## src/rtl/wdt_pkg.sv

```systemverilog
// -----------------------------------------------------------------------------
// wdt_pkg
//   Shared types and constants for the windowed watchdog supervisor.
//   - wdt_state_t : supervisor FSM states
//   - KEY1_DEF / KEY2_DEF : default refresh key byte sequence
// -----------------------------------------------------------------------------
package wdt_pkg;

  localparam int STATE_W = 3;

  typedef enum logic [STATE_W-1:0] {
    ST_IDLE = 3'd0,
    ST_RUN  = 3'd1,
    ST_KEY1 = 3'd2,
    ST_WARN = 3'd3,
    ST_BITE = 3'd4
  } wdt_state_t;

  localparam logic [7:0] KEY1_DEF = 8'hA5;
  localparam logic [7:0] KEY2_DEF = 8'h5A;

endpackage : wdt_pkg

```

## src/rtl/wdt_bite_pulse.sv

```systemverilog
// -----------------------------------------------------------------------------
// wdt_bite_pulse
//   Generates a fixed-width reset request pulse of RST_PULSE cycles.
//   Ports:
//     clk, rst_n : clock, async active-low reset (truncates a running pulse)
//     start_i    : 1-cycle strobe; pulse_o rises on the following cycle
//     pulse_o    : reset request, high for exactly RST_PULSE cycles
//     busy_o     : pulse in progress (same as pulse_o)
//     done_o     : high during the last cycle of the pulse
// -----------------------------------------------------------------------------
module wdt_bite_pulse #(
  parameter int RST_PULSE = 4
) (
  input  logic clk,
  input  logic rst_n,
  input  logic start_i,
  output logic pulse_o,
  output logic busy_o,
  output logic done_o
);

  localparam int CW = (RST_PULSE > 1) ? $clog2(RST_PULSE) : 1;

  logic          busy_q;
  logic [CW-1:0] left_q;   // cycles remaining after the current one

  // NOTE: sequential state uses non-blocking assignments so every register
  // samples its inputs from the same clock edge, independent of statement order.
  always_ff @(posedge clk or negedge rst_n) begin
    if (!rst_n) begin
      busy_q <= 1'b0;
      left_q <= '0;
    end else if (start_i && !busy_q) begin
      busy_q <= 1'b1;
      left_q <= CW'(RST_PULSE - 1);
    end else if (busy_q) begin
      if (left_q == '0) busy_q <= 1'b0;
      else              left_q <= left_q - CW'(1);
    end
  end

  assign pulse_o = busy_q;
  assign busy_o  = busy_q;
  assign done_o  = busy_q && (left_q == '0);

endmodule : wdt_bite_pulse

```

## src/rtl/wdt_supervisor.sv

```systemverilog
// -----------------------------------------------------------------------------
// wdt_supervisor
//   Windowed watchdog controller: counts while armed, accepts a two-byte keyed
//   refresh over valid/ready, raises an early-warning IRQ and finally requests
//   a fixed-width system reset (bite).
//   Build option: define WDT_WINDOW_EN to enable the early-refresh window
//   check; otherwise the window is 0 and cfg_window is ignored.
//   Ports:
//     clk, rst_n         : clock, async active-low reset
//     enable             : watchdog armed (level)
//     cfg_we             : config write strobe (honoured in IDLE only)
//     cfg_timeout        : timeout in cycles (0 is stored as 1)
//     cfg_window         : earliest legal refresh count
//     kick_valid/ready   : key byte handshake, kick_data carries the byte
//     warn_irq           : early warning level
//     sys_rst_req        : reset request pulse, RST_PULSE cycles
//     bad_kick           : 1-cycle pulse on wrong key or early refresh
//     bite_sts           : sticky bite flag, cleared by cfg_we in IDLE
//     cnt_out            : current count
// -----------------------------------------------------------------------------
module wdt_supervisor
  import wdt_pkg::*;
#(
  parameter int         CNT_W       = 16,
  parameter int         DEF_TIMEOUT = 50,
  parameter int         WARN_MARGIN = 8,
  parameter int         RST_PULSE   = 4,
  parameter logic [7:0] KEY1        = KEY1_DEF,
  parameter logic [7:0] KEY2        = KEY2_DEF
) (
  input  logic             clk,
  input  logic             rst_n,
  input  logic             enable,
  input  logic             cfg_we,
  input  logic [CNT_W-1:0] cfg_timeout,
  input  logic [CNT_W-1:0] cfg_window,
  input  logic             kick_valid,
  input  logic [7:0]       kick_data,
  output logic             kick_ready,
  output logic             warn_irq,
  output logic             sys_rst_req,
  output logic             bad_kick,
  output logic             bite_sts,
  output logic [CNT_W-1:0] cnt_out
);

  wdt_state_t       state_q, state_d, base_state;
  logic [CNT_W-1:0] cnt_q, cnt_d;
  logic [CNT_W-1:0] timeout_q, timeout_d;
  logic [CNT_W-1:0] window_r, warn_thresh;
  logic             warn_q, warn_d;
  logic             bite_sts_q, bite_sts_d;
  logic             bad_kick_q, bad_kick_d;
  logic             bite_start, pulse_busy, pulse_done;
  logic             kick_acc, pending, warn_hit, refresh_ok, refresh_early;

  wire cfg_wr = cfg_we && (state_q == ST_IDLE);

`ifdef WDT_WINDOW_EN
  logic [CNT_W-1:0] window_q;
  always_ff @(posedge clk or negedge rst_n) begin
    if (!rst_n)      window_q <= '0;
    else if (cfg_wr) window_q <= cfg_window;
  end
  assign window_r = window_q;
`else
  logic unused_cfg_window;
  assign unused_cfg_window = ^cfg_window;
  assign window_r = '0;
`endif

  // Short timeouts leave no room for a margin: warn at the very first count.
  assign warn_thresh = (timeout_q > CNT_W'(WARN_MARGIN)) ?
                       timeout_q - CNT_W'(WARN_MARGIN) : '0;

  // NOTE: every signal driven here gets a default first, so no path through
  // the case statement can leave one unassigned and infer a latch.
  always_comb begin
    state_d       = state_q;
    cnt_d         = cnt_q;
    timeout_d     = timeout_q;
    warn_d        = warn_q;
    bite_sts_d    = bite_sts_q;
    bad_kick_d    = 1'b0;
    bite_start    = 1'b0;
    kick_ready    = (state_q == ST_RUN) || (state_q == ST_KEY1) || (state_q == ST_WARN);
    kick_acc      = kick_valid && kick_ready;
    pending       = (state_q == ST_KEY1);
    warn_hit      = 1'b0;
    refresh_ok    = 1'b0;
    refresh_early = 1'b0;
    base_state    = ST_RUN;

    unique case (state_q)
      ST_IDLE: begin
        cnt_d  = '0;
        warn_d = 1'b0;
        if (cfg_wr) begin
          timeout_d  = (cfg_timeout == '0) ? CNT_W'(1) : cfg_timeout;
          bite_sts_d = 1'b0;
        end
        if (enable) state_d = ST_RUN;
      end

      ST_RUN, ST_KEY1, ST_WARN: begin
        if (!enable) begin
          state_d = ST_IDLE;
          cnt_d   = '0;
          warn_d  = 1'b0;
        end else begin
          cnt_d      = (&cnt_q) ? cnt_q : cnt_q + CNT_W'(1);
          warn_hit   = (cnt_q == warn_thresh);
          if (warn_hit) warn_d = 1'b1;
          // KEY1-pending is orthogonal to warning; this is where we fall back to.
          base_state = (warn_q || warn_hit) ? ST_WARN : ST_RUN;
          state_d    = pending ? ST_KEY1 : base_state;
          if (kick_acc) begin
            if (pending && kick_data == KEY2) begin
              if (cnt_q >= window_r) refresh_ok    = 1'b1;
              else                   refresh_early = 1'b1;
            end else if (!pending && kick_data == KEY1) begin
              state_d = ST_KEY1;
            end else begin
              bad_kick_d = 1'b1;
              state_d    = base_state;
            end
          end
          // A legal refresh beats a timeout landing on the same cycle.
          if (refresh_ok) begin
            cnt_d   = '0;
            warn_d  = 1'b0;
            state_d = ST_RUN;
          end else if (refresh_early || cnt_q == timeout_q) begin
            bad_kick_d = refresh_early;
            bite_start = 1'b1;
            bite_sts_d = 1'b1;
            cnt_d      = '0;
            warn_d     = 1'b0;
            state_d    = ST_BITE;
          end
        end
      end

      ST_BITE: begin
        cnt_d  = '0;
        warn_d = 1'b0;
        // The pulse always runs to completion, whatever enable does meanwhile.
        if (pulse_done || !pulse_busy) state_d = enable ? ST_RUN : ST_IDLE;
      end

      default: state_d = ST_IDLE;
    endcase
  end

  // NOTE: the configuration registers are reset too: the watchdog must come up
  // with a known DEF_TIMEOUT even if software never writes it.
  always_ff @(posedge clk or negedge rst_n) begin
    if (!rst_n) begin
      state_q    <= ST_IDLE;
      cnt_q      <= '0;
      timeout_q  <= CNT_W'(DEF_TIMEOUT);
      warn_q     <= 1'b0;
      bite_sts_q <= 1'b0;
      bad_kick_q <= 1'b0;
    end else begin
      state_q    <= state_d;
      cnt_q      <= cnt_d;
      timeout_q  <= timeout_d;
      warn_q     <= warn_d;
      bite_sts_q <= bite_sts_d;
      bad_kick_q <= bad_kick_d;
    end
  end

  wdt_bite_pulse #(.RST_PULSE(RST_PULSE)) u_bite_pulse (
    .clk     (clk),
    .rst_n   (rst_n),
    .start_i (bite_start),
    .pulse_o (sys_rst_req),
    .busy_o  (pulse_busy),
    .done_o  (pulse_done)
  );

  assign warn_irq = warn_q;
  assign bad_kick = bad_kick_q;
  assign bite_sts = bite_sts_q;
  assign cnt_out  = cnt_q;

endmodule : wdt_supervisor

```

## config.mk

```make
export PLATFORM = sky130hd
export DESIGN_NAME = wdt_supervisor
export DESIGN_NICKNAME = d
export VERILOG_FILES = /design/src/rtl/wdt_pkg.sv /design/src/rtl/wdt_bite_pulse.sv /design/src/rtl/wdt_supervisor.sv
export SDC_FILE = /design/constraint.sdc
export NUM_CORES = 1
export LEC_CHECK = 0
export ABC_AREA = 1
export ABC_CLOCK_PERIOD_IN_PS = 1830
export BUFFER_PORTS_ARGS = -buffer_cell sky130_fd_sc_hd__clkbuf_2
export CORE_MARGIN = 2
export CORE_UTILIZATION = 29
export CTS_CLUSTER_DIAMETER = 100
export DETAILED_ROUTE_END_ITERATION = 16
export SLEW_MARGIN = 40
export SYNTH_ARGS = -nofsm -noshare
export SYNTH_HDL_FRONTEND = slang
export SYNTH_SLANG_ARGS = --single-unit
```

## constraint.sdc

```tcl
create_clock -name clk -period 1.83 [get_ports clk]
set_input_delay 0.366 -clock clk [delete_from_list [all_inputs] [get_ports clk]]
set_output_delay 0.366 -clock clk [all_outputs]
set_load 0.005 [all_outputs]
```

## Word-level counts from Yosys, hierarchy flattened

Cells that the tools add are included.

| storage, ports and cells | value |
|---|---|
| register bits after elaboration | 41 |
| input bits | 45 |
| output and inout port bits | 21 |
| word-level logic and storage cells | 114 |

| cells by class | value |
|---|---|
| add/subtract/negate cells | 3 |
| magnitude comparators | 2 |
| eq/ne operators | 17 |
| multiplexer cells | 56 |
| reduce and logical (&&, ||, !) cells | 28 |

Operators by type and width:

| cell | count |
|---|---|
| two-way mux 16 bit | 6 |
| two-way mux 1 bit | 33 |
| == test 16 bit | 2 |
| case mux 16 bit (2 select lines) | 1 |
| adder 16 x 1 -> 16 bit, second input constant | 1 |
| >= comparator 16 x 1 -> 1 bit, second input constant | 1 |
| > comparator 16 x 4 -> 1 bit, second input constant | 1 |
| logical NOT 16 bit | 1 |
| two-way mux 2 bit | 8 |
| AND reduction 16 bit | 1 |
| subtractor 16 x 4 -> 16 bit, second input constant | 1 |
| two-way mux 3 bit | 5 |
| != test 2 bit, second input constant | 6 |
| != test 5 bit, second input constant | 2 |
| AND reduction 2 bit | 5 |
| case mux 3 bit (3 select lines) | 1 |
| == test 8 x 7 -> 1 bit, second input constant | 1 |
| == test 8 bit, second input constant | 1 |
| == test 3 x 2 -> 1 bit, second input constant | 2 |
| logical AND 1 bit | 6 |
| nonzero test 2 bit | 3 |
| logical OR 1 bit | 5 |
| AND reduction 5 bit | 1 |
| case mux 1 bit (2 select lines) | 2 |
| 9 further kinds | 10 |

## Longest topological paths before layout

| depth | value |
|---|---|
| depth after elaboration | 15 |
| mapped depth | 16 |
| mapped depth without buffers | 15 |

## Cells and area by module

Synthesis repeated with hierarchy kept, for this count alone.

| unflattened totals | value |
|---|---|
| cells, all modules | 487 |
| area total of the unflattened synthesis | 3233.1 um^2 |

By module, submodules not included:

| module | times used | cells each | area each (um^2) |
|---|---|---|---|
| wdt_supervisor | 1 | 465 | 3066.7 |
| wdt_bite_pulse | 1 | 22 | 166.4 |

## Worst setup path before layout

Ideal clock, no wire load.

| timing | value |
|---|---|
| path kind | register to register |
| start point | register cnt_q[0], in the netlist cnt_out[0] |
| end point | register cnt_q[5], in the netlist cnt_out[5] |
| setup time | 0.123 ns |
| data arrival time | 1.875 ns |
| setup slack | -0.168 ns |
| cell stages (with the launch flop) | 10 |
| cells stage by stage | dfrtp_1 ha_1 nand2_1 nor3_2 nand3_1 o41ai_4 nand2_4 buf_6 nand2_2 o21ai_2 |

| between the ends | value |
|---|---|
| cells in the longest elaborated chain, start to end | 11 |
| elaborated cells on any way between the ends | 22 |
| those cells by class | add/sub (1); order compare (1); eq/ne (2); mux (15); reduce/logical (3) |

Ends and longest elaborated chain:

| element | RTL line | text |
|---|---|---|
| start: declaration | wdt_supervisor.sv:48 | `logic [CNT_W-1:0] cnt_q, cnt_d;` |
| start signal: assignment | wdt_supervisor.sv:167 | `cnt_q <= cnt_d;` |
| >= comparator 16 x 1 -> 1 bit | wdt_supervisor.sv:119 | `if (cnt_q >= window_r) refresh_ok = 1'b1;` |
| two-way mux 1 bit | wdt_supervisor.sv:119 |  |
| two-way mux 1 bit | wdt_supervisor.sv:118 | `if (pending && kick_data == KEY2) begin` |
| two-way mux 1 bit | wdt_supervisor.sv:117 | `if (kick_acc) begin` |
| two-way mux 1 bit | wdt_supervisor.sv:106 | `if (!enable) begin` |
| two-way mux 1 bit | wdt_supervisor.sv:94 | `unique case (state_q)` |
| logical OR 1 bit | wdt_supervisor.sv:133 | `end else if (refresh_early \|\| cnt_q == timeout_q) begin` |
| two-way mux 16 bit | wdt_supervisor.sv:133 |  |
| two-way mux 16 bit | wdt_supervisor.sv:129 | `if (refresh_ok) begin` |
| two-way mux 16 bit | wdt_supervisor.sv:106 |  |
| case mux 16 bit (2 select lines) | wdt_supervisor.sv:94 |  |

Several ways; a longest one is shown, not always the timed one. The select of a mux whose other input is x is not followed.
A chain may end at the register's enable or synchronous reset.

## Worst setup path in the final report

| timing | value |
|---|---|
| start point | register state_q[0] |
| end point | register cnt_q[0], in the netlist cnt_out[0] |

| between the ends | value |
|---|---|
| cells in the longest elaborated chain, start to end | 12 |
| elaborated cells on any way between the ends | 27 |
| those cells by class | eq/ne (5); mux (12); reduce/logical (10) |

Ends and longest elaborated chain:

| element | RTL line | text |
|---|---|---|
| start: declaration | wdt_supervisor.sv:47 | `wdt_state_t state_q, state_d, base_state;` |
| start signal: assignment | wdt_supervisor.sv:166 | `state_q <= state_d;` |
| == test 3 x 1 -> 1 bit or == test 3 x 2 -> 1 bit (tied branches) | -- |  |
| logical OR 1 bit (2 in a row) | wdt_supervisor.sv:86 | `kick_ready = (state_q == ST_RUN) \|\| (state_q == ST_KEY1) \|\| (state_q == ST_WARN);` |
| logical AND 1 bit | wdt_supervisor.sv:87 | `kick_acc = kick_valid && kick_ready;` |
| two-way mux 1 bit | wdt_supervisor.sv:117 |  |
| two-way mux 1 bit | wdt_supervisor.sv:106 |  |
| two-way mux 1 bit | wdt_supervisor.sv:94 |  |
| logical OR 1 bit | wdt_supervisor.sv:133 |  |
| two-way mux 16 bit | wdt_supervisor.sv:133 |  |
| two-way mux 16 bit | wdt_supervisor.sv:129 |  |
| two-way mux 16 bit | wdt_supervisor.sv:106 |  |
| case mux 16 bit (2 select lines) | wdt_supervisor.sv:94 |  |

Several ways; a longest one is shown, not always the timed one. The select of a mux whose other input is x is not followed.

==> results.md <==
* Initial drt markers at between 150 and 200
* Crit end category: register
* RSZ-0062 raised after global routing: yes
* Final Cycle Share at 107%
* # diodes at 0
* Wire length per cell at 13.0 um
* Placed Cells at 756
* Die height at about 110 um
* GRT Total Usage at 17.3%
* Final Non-Filler Cells at around 780
* Endpoints failing hold at 0
* Initial antenna violation count at 0
* Top cells by area, synth: dfrtp_1, nand2_1, inv_1
* WP buf/inv at 4
* Power Density at 559 nW/um^2
* Worst-path clk slew at around 0.10 ns
* Setup crit start: state_q[0]$_DFFE_PN0P_
* Synth unique cells at 35
* Port bufs at 49
* Syn avg cell area at 6.61 um^2
* Top-count cell post-synth: nand2_1
* Starting Density at around 30%
* Family with the most delay on the worst path: simple AND/OR/NAND/NOR gates
* Final Setup Violations at 22
* Largest net degree at the start of global routing at 42
* Synth async-reset ratio at 100%
* Vias at 3572
* Slowest Stage Delay on Critical Path at 0.40 ns
* Routability cong. at 0.881
* # rows at 38
* FF-to-FF End: cnt_out[0]$_DFFE_PN0P_
* #FFs+latches synth at 41
* Die width at 110 um
* Peak supply drop at between 0.2 and 0.3 mV
* Failing checks: negative setup slack
* Layout filler cell count at 1113
* TritonCTS buffer count at 5
* CP max FO at 16
* Gr ovfl total at 0
* Crit path cell chain: nor2_2 > buf_4 > inv_2 > nand2_1 > o41ai_4 > buf_4 > buf_4 > nor2_1 > nand2_1 > o21ai_2
* Crit Reg-Reg Startpoint: state_q[0]$_DFFE_PN0P_
* Setup CP Type: reg2reg
* Ports at 66
* Clock root cell: clkbuf_8
* Worst EP required at 2.07 ns
* CORE AREA at 10900 um^2
* WP depth at 10
* DRT Pass-1 Iters at 4
* YS warnings at 0
* Synth area leader: dfrtp_1
* Post-synth top flop: dfrtp_1
* Clock tree buffer depth at 2
* CTS tree: yes
* Sequential share of the synthesized area at 31.5%
* Max stage delay cell, worst path: dfrtp_1
* R2R Setup Slk at -0.14 ns
* Final net count at approximately 680
* Worst slew pin tran at 0.474 ns
* Max Cap Violations at 0
* Vias per cell at ~4.6
* Fraction of layout cells with a size suffix above 1 at 37.2%
* Commonest cells post-synth: nand2_1, inv_1, nor2_1
* First-pass GRT wire length at between 15 and 20 mm
* Number of global-route vias before repair at 3467
* Post-route minimum period at 1.97 ns
* Max_slew headroom at 68.4%
* Leak at 2.47 nW
* Arrival time worst endpoint at 2.21 ns
* HPWL Detailed at 7.65 mm
* Worst Skew at 0.0152 ns
* Status: complete, but fails checks
* EDFF count, synth at 0
* Synthesis-to-layout area growth at 46.1%
* Crit start category: register
* Remaining antenna violation count at 0
* Post-synth top area share at 29.1%
* Clock Sinks at roughly 40
* Worst reg2reg path depth at 10
* Worst-skew pair later-pin latency at just over 0.3 ns
* Worst hold-check path type: in2async
* Most used cell, CP: buf_4
* PnR worst setup slack at -0.136 ns
* CTS H-tree depth at 2
* Pre-CTS setup slack at -0.254 ns
* Post-Syn Instances at 494
* Drc violations at 0
* Fmax at 509 MHz
* Final max-slew violation count at 0
* Synth Net Count at 542
* Syn Std Cell Area at 3260 um^2
* Post-Route WL at 10.1 mm
* Full die area at 12100 um^2
## sequential cells by signal, indices dropped and copies added (netlist names)
name	flops
state_q	3
cnt_out	16
bad_kick	1
u_bite_pulse.busy_o	1
timeout_q	16
warn_irq	1
bite_sts	1
u_bite_pulse.left_q	2
## repair_timing
action / CTS / global route
gates resized for setup: 30 / 24
hold buffers: 0 / 0
pin swaps: 8 / 6
setup buffers: 7 / 2
gates cloned: 2 / 1
endpoints found under the setup margin: 21 / 27
## area by class of cell
cell class              count  area [um^2]  share of cell area (%)
multi-input cells         366         2060                    43.1
clock inverters             1         5.00                   0.105
flip-flops and latches     41         1040                    21.8
well taps                 140          175                    3.67
clock buffers               7         96.3                    2.02
inverters                  70          263                    5.51
repair buffers            150         1130                    23.8
## through the flow
stage	utilization, %	instance area (um^2)	setup TNS (ns)	total power [mW]	hold WS (ns)
2_1_floorplan	-	3290	-1.58	1.52	0.0704
3_3_place_gp	39.9	4340	-1.42	1.86	0.360
3_5_place_dp	39.9	4340	-2.06	1.88	0.367
4_1_cts	42.5	4630	-2.25	2.66	0.0234
5_1_grt	43.8	4770	-5.11	2.87	0.0262
6_report	43.8	4770	-2.18	2.67	0.0128
## power by group
part	total (mW)	switching [mW]	internal, mW
registers	1.03	0.0531	0.982
logic	0.927	0.492	0.435
clock network	0.705	0.363	0.342
## worst reg2reg max path, cell delays in order, from the launching register on
cell	delay (ns)
dfrtp_1	0.40
nor2_2	0.13
buf_4	0.24
inv_2	0.05
nand2_1	0.20
o41ai_4	0.12
buf_4	0.17
buf_4	0.14
nor2_1	0.27
nand2_1	0.11
o21ai_2	0.06
## metal layers
layer | wire [um] | vias up | track usage, %
met2 | 4770 | 67 | 29.9
li1 | - | 1869 | -
met1 | 4710 | 1626 | 22.9
met3 | 488 | 10 | 2.59
met4 | 128 | 0 | 3.93
met5 | 0 | - | 0
## cell usage in the layout (no fill, tap or decap), types with 6 or more instances in the layout
cell type,instances
buf_4,90
clkbuf_2,49
clkbuf_8,7
dfrtp_1,31
dfrtp_2,7
inv_1,61
inv_2,9
nand2_1,127
nand2_2,14
nand3_1,36
nand4_1,27
nor2_1,49
nor3_1,10
nor4_1,6
o21ai_0,17
o21ai_2,13
xnor2_1,8
xor2_1,17
## logic make-up after synthesis
family                     synth area share [%]
AOI/OAI and AO/OA                          8.36
buffers and inverters                      10.9
xor gates and xnor gates                   7.24
DFF                                        31.5
adders and majority gates                  1.15
and+or+nand+nor                            40.8
## how the worst max path moves through the flow
stage	slack, ns	end
final	-0.14	cnt_out[0]$_DFFE_PN0P_
after global routing	-0.27	warn_irq$_DFFE_PN0P_
after CTS	-0.15	cnt_out[4]$_DFFE_PN0P_
after detailed placement	-0.25	warn_irq$_DFFE_PN0P_
after global placement	-0.17	warn_irq$_DFFE_PN0P_
after floorplan	-0.13	cnt_out[5]$_DFFE_PN0P_
Note: power is estimated with default switching activity, not from simulation.
